### config.mk
export PLATFORM = sky130hd
export DESIGN_NAME = lfsr_flat
export DESIGN_NICKNAME = d
export VERILOG_FILES = /design/src/rtl/lfsr_if.sv /design/src/rtl/lfsr.sv /design/src/flat_wrapper.sv
export SDC_FILE = /design/constraint.sdc
export NUM_CORES = 1
export LEC_CHECK = 0
export BUFFER_PORTS_ARGS = -buffer_cell sky130_fd_sc_hd__buf_4
export CORE_ASPECT_RATIO = 0.9
export CORE_MARGIN = 4
export CORE_UTILIZATION = 35
export DETAILED_ROUTE_END_ITERATION = 10
export PLACE_DENSITY = 0.58
export SKIP_LAST_GASP = 1
export SLEW_MARGIN = 15
export SYNTH_ARGS = -nofsm -noshare
export SYNTH_HDL_FRONTEND = slang
export SYNTH_SLANG_ARGS = --single-unit
### constraint.sdc
create_clock -name CLK -period 1.24 [get_ports CLK]
set_input_delay 0 -clock CLK [delete_from_list [all_inputs] [get_ports CLK]]
set_output_delay 0 -clock CLK [all_outputs]
set_load 0.1 [all_outputs]
### src/rtl/lfsr_if.sv
// Bus between the LFSR burst generator and its consumer: seed in, serial bit
// and valid strobe out.
interface lfsr_if;
  logic [3:0] seed;
  logic       OUT;
  logic       Valid;

  modport master (
    output seed,
    input  OUT,
    input  Valid
  );

  modport slave (
    input  seed,
    output OUT,
    output Valid
  );
endinterface

### src/rtl/lfsr.sv
// 4-bit Fibonacci LFSR: scrambles the seed for SHIFT_CYCLES steps after reset,
// then emits one 4-bit burst LSB first with a Valid strobe and goes idle.
//
//   state    | meaning
//   ---------+--------------------------------------------------------------
//   S_SHIFT  | one LFSR step per edge, outputs idle, counts SHIFT_CYCLES
//   S_OUTPUT | shift r[0] out on each edge with Valid=1, four bits total
//   S_DONE   | burst finished, outputs idle until the next reset
module lfsr #(
  parameter int SHIFT_CYCLES = 8
) (
  input  logic  CLK,
  input  logic  RST,
  lfsr_if.slave bus
);

  localparam int MAX_COUNT = (SHIFT_CYCLES > 4) ? SHIFT_CYCLES : 4;
  localparam int CW        = $clog2(MAX_COUNT);

  localparam logic [CW-1:0] LAST_SHIFT = CW'(SHIFT_CYCLES - 1);
  localparam logic [CW-1:0] LAST_BIT   = CW'(3);

  typedef enum logic [1:0] {
    S_SHIFT  = 2'd0,
    S_OUTPUT = 2'd1,
    S_DONE   = 2'd2
  } state_e;

  state_e        state_q, state_d;
  logic [3:0]    r_q, r_d;
  logic [CW-1:0] cnt_q, cnt_d;
  logic          out_q, out_d;
  logic          valid_q, valid_d;

  // Reset reloads the seed on every low edge, so an abort mid-burst restarts cleanly.
  always_ff @(posedge CLK) begin
    if (!RST) begin
      r_q     <= bus.seed;
      cnt_q   <= '0;
      state_q <= S_SHIFT;
      out_q   <= 1'b0;
      valid_q <= 1'b0;
    end else begin
      r_q     <= r_d;
      cnt_q   <= cnt_d;
      state_q <= state_d;
      out_q   <= out_d;
      valid_q <= valid_d;
    end
  end

  always_comb begin
    r_d     = r_q;
    cnt_d   = cnt_q;
    state_d = state_q;
    out_d   = 1'b0;
    valid_d = 1'b0;

    unique case (state_q)
      S_SHIFT: begin
        // Taps on bits 0 and 1 give the maximal period of 15.
        r_d = {r_q[0] ^ r_q[1], r_q[3:1]};
        if (cnt_q == LAST_SHIFT) begin
          cnt_d   = '0;
          state_d = S_OUTPUT;
        end else begin
          cnt_d = cnt_q + 1'b1;
        end
      end

      S_OUTPUT: begin
        out_d   = r_q[0];
        valid_d = 1'b1;
        r_d     = {1'b0, r_q[3:1]};
        if (cnt_q == LAST_BIT) begin
          cnt_d   = '0;
          state_d = S_DONE;
        end else begin
          cnt_d = cnt_q + 1'b1;
        end
      end

      S_DONE: begin
        state_d = S_DONE;
      end

      default: begin
        state_d = S_DONE;
      end
    endcase
  end

  assign bus.OUT   = out_q;
  assign bus.Valid = valid_q;

endmodule

### src/flat_wrapper.sv
// flat-port wrapper written by rule: the top's interface ports become plain ports
module lfsr_flat 
#(
  parameter int SHIFT_CYCLES = 8
)
  (CLK, RST, bus_seed, bus_OUT, bus_Valid);
  lfsr_if bus_i ();
  input  logic CLK;
  input  logic RST;
  input wire logic [$bits(bus_i.seed)-1:0] bus_seed;
  output wire logic [$bits(bus_i.OUT)-1:0] bus_OUT;
  output wire logic [$bits(bus_i.Valid)-1:0] bus_Valid;
  assign bus_i.seed = bus_seed;
  assign bus_OUT = bus_i.OUT;
  assign bus_Valid = bus_i.Valid;
  lfsr #(.SHIFT_CYCLES(SHIFT_CYCLES)) u_core (.CLK(CLK), .RST(RST), .bus(bus_i));
endmodule
==> impl_metrics.tcl, run 1 <==
set metrics [dict create \
    yosys.area_share.simple_pct 15.6 \
    fin_crit_ns 1.25 \
    synth_area_sq_um 507 \
    initial_core_util_pct 39.2 \
    grt_pass1_vias 353 \
    avgSynthCellArea_sq_um 11.5 \
    synthMuxAreaShare_pct 9.63 \
    grt_pass1_wl_microns 1410 \
    drv_slew 0 \
    async_flop_share_pct 0 \
    drv_cap 0 \
    p_per_area_nw_per_um2 1140 \
    fmax_mhz 800 \
    hold_viol_final 0 \
    grt_max_degree 13 \
    yosys.area.top_type "dfxtp_1" \
    synth_warnings 0 \
    synth_fa_ha_area_share_pct 9.88 \
    busiest_layer "met2" \
    yosys.area_share.xor_xnor_pct 1.73 \
    ys_types 20 \
    drc 0 \
    postCtsSetupBuffers 0 \
    dp_hpwl_microns 653 \
    synth_area_leaders "dfxtp_1 28%, edfxtp_1 24%, ha_1 9.9%" \
    area.growth.synth_to_final_pct 29.4 \
    met2_usage_pct 16.1 \
    syn-num-nets 54 \
    die_x_microns 48.1 \
    synth_top_area_share_pct 27.7 \
    pre_cts_slack_ns -0.0510 \
    routed_wl_microns 890 \
    synth-compound-area-share_pct 8.64 \
    synth_commonest_cells "7 x dfxtp_1, 4 x edfxtp_1, 4 x ha_1" \
    cts_sinks 11 \
    gp_congestion 0.716 \
    grt_overflow 0 \
    ios 8 \
    grt.total_usage_pct 9.63 \
    p_leak_uw 0.000267 \
    cts_tree "done" \
    cts.path.max_buffers 2 \
    cts.hold.buffers_added 0 \
    ant_nets 0 \
    first_pass_iters 2 \
    cp-end-kind "flip-flop" \
    period_share_pct 101 \
    clkLatencyLatePin_ns 0.26 \
    num-nets-final 67 \
    die_h_microns 44.1 \
    antenna_cells 0 \
    violations "setup timing" \
    syn_inst 44 \
    path_max_fanout 3 \
    setup_viol 1 \
    tightest_slew_ns 0.314 \
    rsz0062_at_grt "yes" \
    antenna_found_initial 0 \
    critPathArrivalTime_ns 1.42 \
    synth-main-ff-cell "dfxtp_1" \
    crit_required_ns 1.41 \
    h-tree-depth 1 \
    ys_seq_elements 11 \
    use_met1_pct 10.3 \
    crit_path_start_kind "flip-flop" \
    peakVddDrop_mv 0.564 \
    synth_most_common_cell "dfxtp_1" \
    hp-class "input pin to flip-flop" \
    use_met3_pct 6.10 \
    layout-drive-gt1-share_pct 44.6 \
    vias 344 \
    drtIter0Drc 2 \
    yosysSeqAreaShare_pct 51.4 \
    slew_headroom_pct 79.0 \
    synth_top_family_by_area "simple AND/OR/NAND/NOR gates" \
    row_count 12 \
    avgViaCountPerCell 4.91 \
    clk_pin_slew_ns 0.06 \
    setup_ws_ns -0.0102 \
    io_buffers 7 \
    clock_skew_ns 0.000766 \
    synth-edff-count 4 \
    cts_made_buffers 3 \
    root_buffer "clkbuf_4" \
    fp.dieArea_sq_um 2120 \
    status "finished with violations" \
    worstSetupPathType "flip-flop to flip-flop" \
    core-area_sq_um 1290 \
    wl_per_cell_microns 12.7 \
    design_area_sq_um 656 \
    dpl_cell_area_sq_um 589 \
]
stage by stage:
| stage | utilization (%) | TNS, ns | hold slack, ns | instances | power [uW] |
|---|---|---|---|---|---|
| 2_1_floorplan | - | 0 | 0.180 | 44 | 476 |
| 3_3_place_gp | 45.6 | -0.00533 | 0.303 | 66 | 500 |
| 3_5_place_dp | 45.6 | -0.107 | 0.305 | 66 | 505 |
| 4_1_cts | 49.2 | -0.0469 | 0.0266 | 70 | 753 |
| 5_1_grt | 50.8 | -0.134 | 0.0204 | 70 | 797 |
| 6_report | 50.8 | -0.0102 | 0.0401 | 70 | 749 |
final cells by class:
cell class | instances | area (sq um)
Multi-Input combinational cell | 29 | 270
Sequential cell | 11 | 263
Clock buffer | 4 | 26.3
Timing Repair Buffer | 9 | 67.6
Fill cell | 115 | 636
Tap cell | 14 | 17.5
Inverter | 3 | 11.3
placed cells by master (no fill, tap or decap), types with 2 or more instances in the layout:
cell type  instances
o31ai_2            2
buf_4              9
dfxtp_1            5
nand3_1            2
ha_4               2
nor2b_1            2
edfxtp_1           4
inv_1              2
a21oi_1            2
nand2b_1           3
dfxtp_2            2
clkbuf_4           3
nor2_1             2
mux2_2             3
what timing repair did:
action / 4_1_cts / 5_1_grt
resized for setup: 7 / 3
endpoints found under the setup margin: 3 / 3
pin swaps: 2 / 2
registers in the layout, indices dropped and copies added, names as in the netlist:
name	count
u_core.bus.OUT	1
u_core.bus.Valid	1
u_core.cnt_q	3
u_core.r_q	4
u_core.state_q	2
kinds of logic after synthesis:
logic type,Yosys count
adder cells (fa/ha/maj),4
flip-flops,11
buffers and inverters,4
multiplexers,4
AO/OA/AOI/OAI,6
AND/OR/NAND/NOR,14
XOR/XNOR,1
worst max-delay path, cell delays in order, from the launching register on:
cell and delay (ns):
dfxtp_2 0.34, ha_4 0.17, ha_1 0.19, mux2_4 0.29, o31ai_2 0.17
metal layers:
layer | wire length (microns) | share of wire (%) | up-vias
li1 | - | - | 181
met1 | 414 | 47 | 158
met2 | 434 | 49 | 5
met3 | 41 | 4.6 | 0
met4 | 0 | 0 | 0
met5 | 0 | 0 | -
power breakdown:
part / switching (uW) / internal [uW]
clock network: 106 / 124
logic: 37.3 / 57.2
registers: 18.1 / 405
total: 162 / 587
path summary, 6_finish.rpt:
| check | to | cells past startpoint | slack (ns) | startpoint |
|---|---|---|---|---|
| worst min register to register | u_core.cnt_q[1] | 2 | 0.53 | u_core.cnt_q[1] |
| worst max register to register | u_core.cnt_q[0] | 4 | -0.01 | u_core.cnt_q[1] |
| worst max-delay path | u_core.cnt_q[0] | 4 | -0.01 | u_core.cnt_q[1] |
| worst min-delay path | u_core.r_q[2] | 2 | 0.04 | bus_seed[2] |
(Power assumes the default switching activity.)
==> run 2: changes to the inputs <==
--- a/config.mk
+++ b/config.mk
@@ -5,10 +5,12 @@
 export SDC_FILE = /design/constraint.sdc
 export NUM_CORES = 1
 export LEC_CHECK = 0
+export ABC_CLOCK_PERIOD_IN_PS = 1240
 export BUFFER_PORTS_ARGS = -buffer_cell sky130_fd_sc_hd__buf_4
 export CORE_ASPECT_RATIO = 0.9
 export CORE_MARGIN = 4
 export CORE_UTILIZATION = 35
+export CTS_BUF_LIST = sky130_fd_sc_hd__clkbuf_8
 export DETAILED_ROUTE_END_ITERATION = 10
 export PLACE_DENSITY = 0.58
 export SKIP_LAST_GASP = 1
==> impl_metrics.tcl, run 2 (synthesized netlist as in run 1, its figures left out) <==
set metrics [dict create \
    die_h_microns 44.1 \
    drv_cap 0 \
    peakVddDrop_mv 0.775 \
    layout.area.seq_sq_um 264 \
    cp-end-kind "flip-flop" \
    p_leak_uw 0.000282 \
    drc 0 \
    path_max_fanout 3 \
    antenna_cells 0 \
    rsz0062_at_grt "yes" \
    routed_wl_microns 912 \
    first_pass_iters 2 \
    root_buffer "clkbuf_8" \
    clk_pin_slew_ns 0.05 \
    area.growth.synth_to_final_pct 35.3 \
    p_per_area_nw_per_um2 1250 \
    clkLatencyLatePin_ns 0.23 \
    fp.dieArea_sq_um 2120 \
    regMostFlops "u_core.r_q" \
    crit_required_ns 1.38 \
    period_share_pct 101 \
    worstPathCellList "ha_4 > ha_1 > mux2_4 > o31ai_2" \
    io_buffers 7 \
    fmax_mhz 802 \
    critPathArrivalTime_ns 1.39 \
    drtIter0Drc 2 \
    ios 8 \
    ant_nets 0 \
    slew_headroom_pct 79.2 \
    final_cell_mix "9 x buf_4, 4 x dfxtp_1, 4 x edfxtp_1" \
    power_uw 860 \
    fin_util_pct 53.1 \
    layout.cells.non_filler 70 \
    cp_slowest_cell "dfxtp_2" \
    wl_per_cell_microns 13.0 \
    worstSetupPathType "flip-flop to flip-flop" \
    fin_crit_ns 1.25 \
    cts_tree "done" \
    final_common_cell "buf_4" \
    cts_sinks 11 \
    grt_overflow 0 \
    violations "setup timing" \
    slowest_delay_ns 0.33 \
    die_x_microns 48.1 \
    grt_pass1_wl_microns 1460 \
    h-tree-depth 1 \
    initial_core_util_pct 39.2 \
    place_inst 66 \
    hp-class "input pin to flip-flop" \
    largest_register_ff_count 4 \
    antenna_found_initial 0 \
    grt_max_degree 13 \
    setup_ws_ns -0.00646 \
    status "finished with violations" \
    vias 343 \
    num-nets-final 67 \
    postCtsSetupBuffers 0 \
    row_count 12 \
    grt.total_usage_pct 9.95 \
    layout-drive-gt1-share_pct 46.4 \
    clock_skew_ns 0.00112 \
    dp_hpwl_microns 653 \
    hold_viol_final 0 \
    top_regs "u_core.r_q (4), u_core.cnt_q (3), u_core.state_q (2)" \
    grt_pass1_vias 360 \
    tightest_slew_ns 0.312 \
    pre_cts_slack_ns -0.0510 \
    cts.path.max_buffers 2 \
    drv_slew 0 \
    gp_congestion 0.716 \
    crit_path_start_kind "flip-flop" \
    avgViaCountPerCell 4.90 \
    cts_made_buffers 3 \
    multiInputGateArea_sq_um 280 \
    num-fill-cells 112 \
    setup_viol 2 \
    core-area_sq_um 1290 \
]
[run 2: per-layer routing]
metal / part of all wire [%] / routed length, microns / vias to the layer above / track usage [%]
li1: - / - / 180 / -
met1: 46 / 418 / 158 / 10.5
met2: 50 / 452 / 5 / 16.9
met3: 4.5 / 41 / 0 / 6.10
met4: 0 / 0 / 0 / 1.61
met5: 0 / 0 / - / 0
[run 2: path summary, 6_finish.rpt]
kind                   startpoint              end  slack, ns  cells past startpoint
setup / recovery  u_core.cnt_q[1]  u_core.cnt_q[0]     -0.006                      4
hold reg to reg     u_core.r_q[0]   u_core.bus.OUT       0.53                      1
hold / removal        bus_seed[2]    u_core.r_q[2]       0.07                      2
setup reg to reg  u_core.cnt_q[1]  u_core.cnt_q[0]     -0.006                      4
[run 2: cell type report]
cell class / count / share of cell area [%]
multi-input cells: 29 / 40.9
flip-flops and latches: 11 / 38.5
clock inverters: 1 / 0.547
well taps: 14 / 2.55
clock buffers: 3 / 6.02
repair buffers: 9 / 9.85
inverters: 3 / 1.64
[run 2: worst max-delay path, delay by kind of cell (launching register included)]
kind            cells  cell delay [ns]
compound gates      1             0.17
fa+ha+maj           2             0.36
flops               1             0.33
mux                 1             0.29
[run 2: repair_timing]
item                       4_1_cts  5_1_grt
hold buffers                     0        0
setup endpoints to repair        3        3
gates resized for setup          8        4
pin swaps                        2        2
[run 2: stage by stage]
stage                     hold slack [ns]   TNS, ns  cell area [sq um]
final                              0.0701   -0.0122                686
after global routing               0.0629    -0.128                686
after CTS                          0.0625   -0.0325                664
after detailed placement            0.305    -0.107                589
after global placement              0.303  -0.00533                589
after floorplan                     0.180         0                509
[run 2: power breakdown]
group	total, uW	internal, uW	switching [uW]	leakage, uW
registers	427	407	19.3	0.0000999
clock network	338	216	122	0.0000269
logic	96.0	57.8	38.2	0.000155
==> run 3: changes to the inputs <==
--- a/config.mk
+++ b/config.mk
@@ -8,7 +8,6 @@
 export ABC_CLOCK_PERIOD_IN_PS = 1240
 export BUFFER_PORTS_ARGS = -buffer_cell sky130_fd_sc_hd__buf_4
 export CORE_ASPECT_RATIO = 0.9
-export CORE_MARGIN = 4
 export CORE_UTILIZATION = 35
 export CTS_BUF_LIST = sky130_fd_sc_hd__clkbuf_8
 export DETAILED_ROUTE_END_ITERATION = 10
==> impl_metrics.tcl, run 3 (synthesized netlist as in run 1, its figures left out) <==
set metrics [dict create \
    fp.dieArea_sq_um 1600 \
    wl_per_cell_microns 12.9 \
    place_inst 66 \
    avgViaCountPerCell 5.03 \
    root_buffer "clkbuf_8" \
    crit_required_ns 1.36 \
    num-nets-final 68 \
    clkLatencyLatePin_ns 0.23 \
    clk_pin_slew_ns 0.05 \
    top_regs "u_core.r_q (4), u_core.cnt_q (3), u_core.state_q (2)" \
    cts_tree "done" \
    gp_congestion 0.655 \
    design_area_sq_um 696 \
    status "finished, final reports clean" \
    power_uw 873 \
    path_max_fanout 3 \
    routed_wl_microns 918 \
    final_cell_mix "10 x buf_4, 5 x dfxtp_1, 4 x edfxtp_1" \
    ant_nets 0 \
    drv_slew 0 \
    core-area_sq_um 1290 \
    ios 8 \
    worstSetupPathType "flip-flop to flip-flop" \
    die_h_microns 38.1 \
    hold_viol_final 0 \
    final_common_cell "buf_4" \
    grt_pass1_vias 334 \
    grt_pass1_wl_microns 1390 \
    drc 0 \
    drtIter0Drc 5 \
    drv_cap 0 \
    row_count 12 \
    cts.hold.buffers_added 0 \
    hp-class "input pin to flip-flop" \
    dpl_cell_area_sq_um 589 \
    layout-drive-gt1-share_pct 49.1 \
    io_buffers 7 \
    p_leak_uw 0.000282 \
    fin_crit_ns 1.23 \
    num-fill-cells 112 \
    vias 357 \
    ff2ff_setup_slack_ns 0.007 \
    grt_overflow 0 \
    reg2reg_to "u_core.cnt_q[2]" \
    rsz0062_at_grt "yes" \
    largest_register_ff_count 4 \
    h-tree-depth 1 \
    first_pass_iters 4 \
    setup_viol 0 \
    period_share_pct 99.4 \
    grt_max_degree 13 \
    peakVddDrop_mv 0.616 \
    tightest_slew_ns 0.312 \
    area.growth.synth_to_final_pct 37.3 \
    hold_path_end "u_core.r_q[0]" \
    r2r_cells 4 \
    grt.total_usage_pct 12.4 \
    cts_sinks 11 \
    slew_headroom_pct 79.2 \
    p_per_area_nw_per_um2 1250 \
    regMostFlops "u_core.r_q" \
    critPathArrivalTime_ns 1.35 \
    cp-end-kind "flip-flop" \
    crit_path_start_kind "flip-flop" \
    antenna_found_initial 0 \
    layout.cells.non_filler 71 \
    initial_core_util_pct 39.2 \
    hold_start "bus_seed[0]" \
    dp_hpwl_microns 606 \
    r2r-start "u_core.cnt_q[1]" \
    antenna_cells 0 \
    cts_made_buffers 3 \
    cts.path.max_buffers 2 \
    clock_skew_ns 0.00216 \
    fmax_mhz 811 \
    die_x_microns 42.1 \
    worstHoldPathCells 2 \
]
==> run 3: cell types whose count changed in the layout (fill, tap and decap cells not counted), sizes merged <==
cell  delta
buf      +1
==> run 3: critical path, stage by stage, from the launching register on <==
cell and delay, ns:
dfxtp_2 0.33, ha_4 0.17, ha_4 0.26, nor2_2 0.03
o311a_1 0.32
==> run 3: where the power goes <==
group	internal [uW]	total, uW	leakage, uW	switching, uW
Sequential	407	425	0.0000994	18.0
Combinational	65.1	109	0.000156	43.4
Clock	216	340	0.0000269	123
Total	688	873	0.000282	185
==> run 3: what timing repair did <==
| item | CTS | global route |
|---|---|---|
| resized for setup | 7 | 6 |
| setup endpoints to repair | 3 | 3 |
| setup buffers | 0 | 1 |
| pin swaps | 2 | 2 |
==> run 3: cell type report <==
| cell class | instances | area [sq um] | share of cell area (%) |
|---|---|---|---|
| Multi-Input combinational cell | 29 | 284 | 40.8 |
| Inverter | 3 | 11.3 | 1.62 |
| Clock inverter | 1 | 3.75 | 0.540 |
| Timing Repair Buffer | 10 | 75.1 | 10.8 |
| Sequential cell | 11 | 263 | 37.8 |
| Tap cell | 14 | 17.5 | 2.52 |
| Clock buffer | 3 | 41.3 | 5.94 |
==> run 3: worst max path at each step <==
stage | cells past startpoint | slack [ns] | from | endpoint
finish | 4 | 0.007 | u_core.cnt_q[1] | u_core.cnt_q[2]
detailed placement | 5 | -0.03 | u_core.cnt_q[0] | u_core.cnt_q[2]
global placement | 4 | -0.003 | u_core.cnt_q[0] | u_core.cnt_q[1]
CTS | 4 | -0.01 | u_core.cnt_q[1] | u_core.cnt_q[2]
floorplan | 5 | 0.003 | u_core.cnt_q[0] | u_core.cnt_q[2]
global route | 4 | -0.04 | u_core.cnt_q[1] | u_core.cnt_q[1]
==> run 3: metal layers <==
metal  vias up  share of wire (%)  routed length [microns]  GRT usage [%]
met1       170                 43                      398           13.9
met3         0                6.1                       56           7.55
met4         0                  0                        0              0
met5         -                  0                        0              0
met2         8                 51                      464           21.9
li1        179                  -                        -              -
==> run 3: metrics by stage <==
stage / setup TNS [ns] / setup WS, ns / utilization, % / hold slack [ns]
2_1_floorplan: 0 / 0.00335 / - / 0.180
3_3_place_gp: -0.00348 / -0.00348 / 45.6 / 0.303
3_5_place_dp: -0.0643 / -0.0303 / 45.6 / 0.305
4_1_cts: -0.0257 / -0.0143 / 50.7 / 0.0614
5_1_grt: -0.0809 / -0.0402 / 53.9 / 0.0642
6_report: 0 / 0.00742 / 53.9 / 0.0703
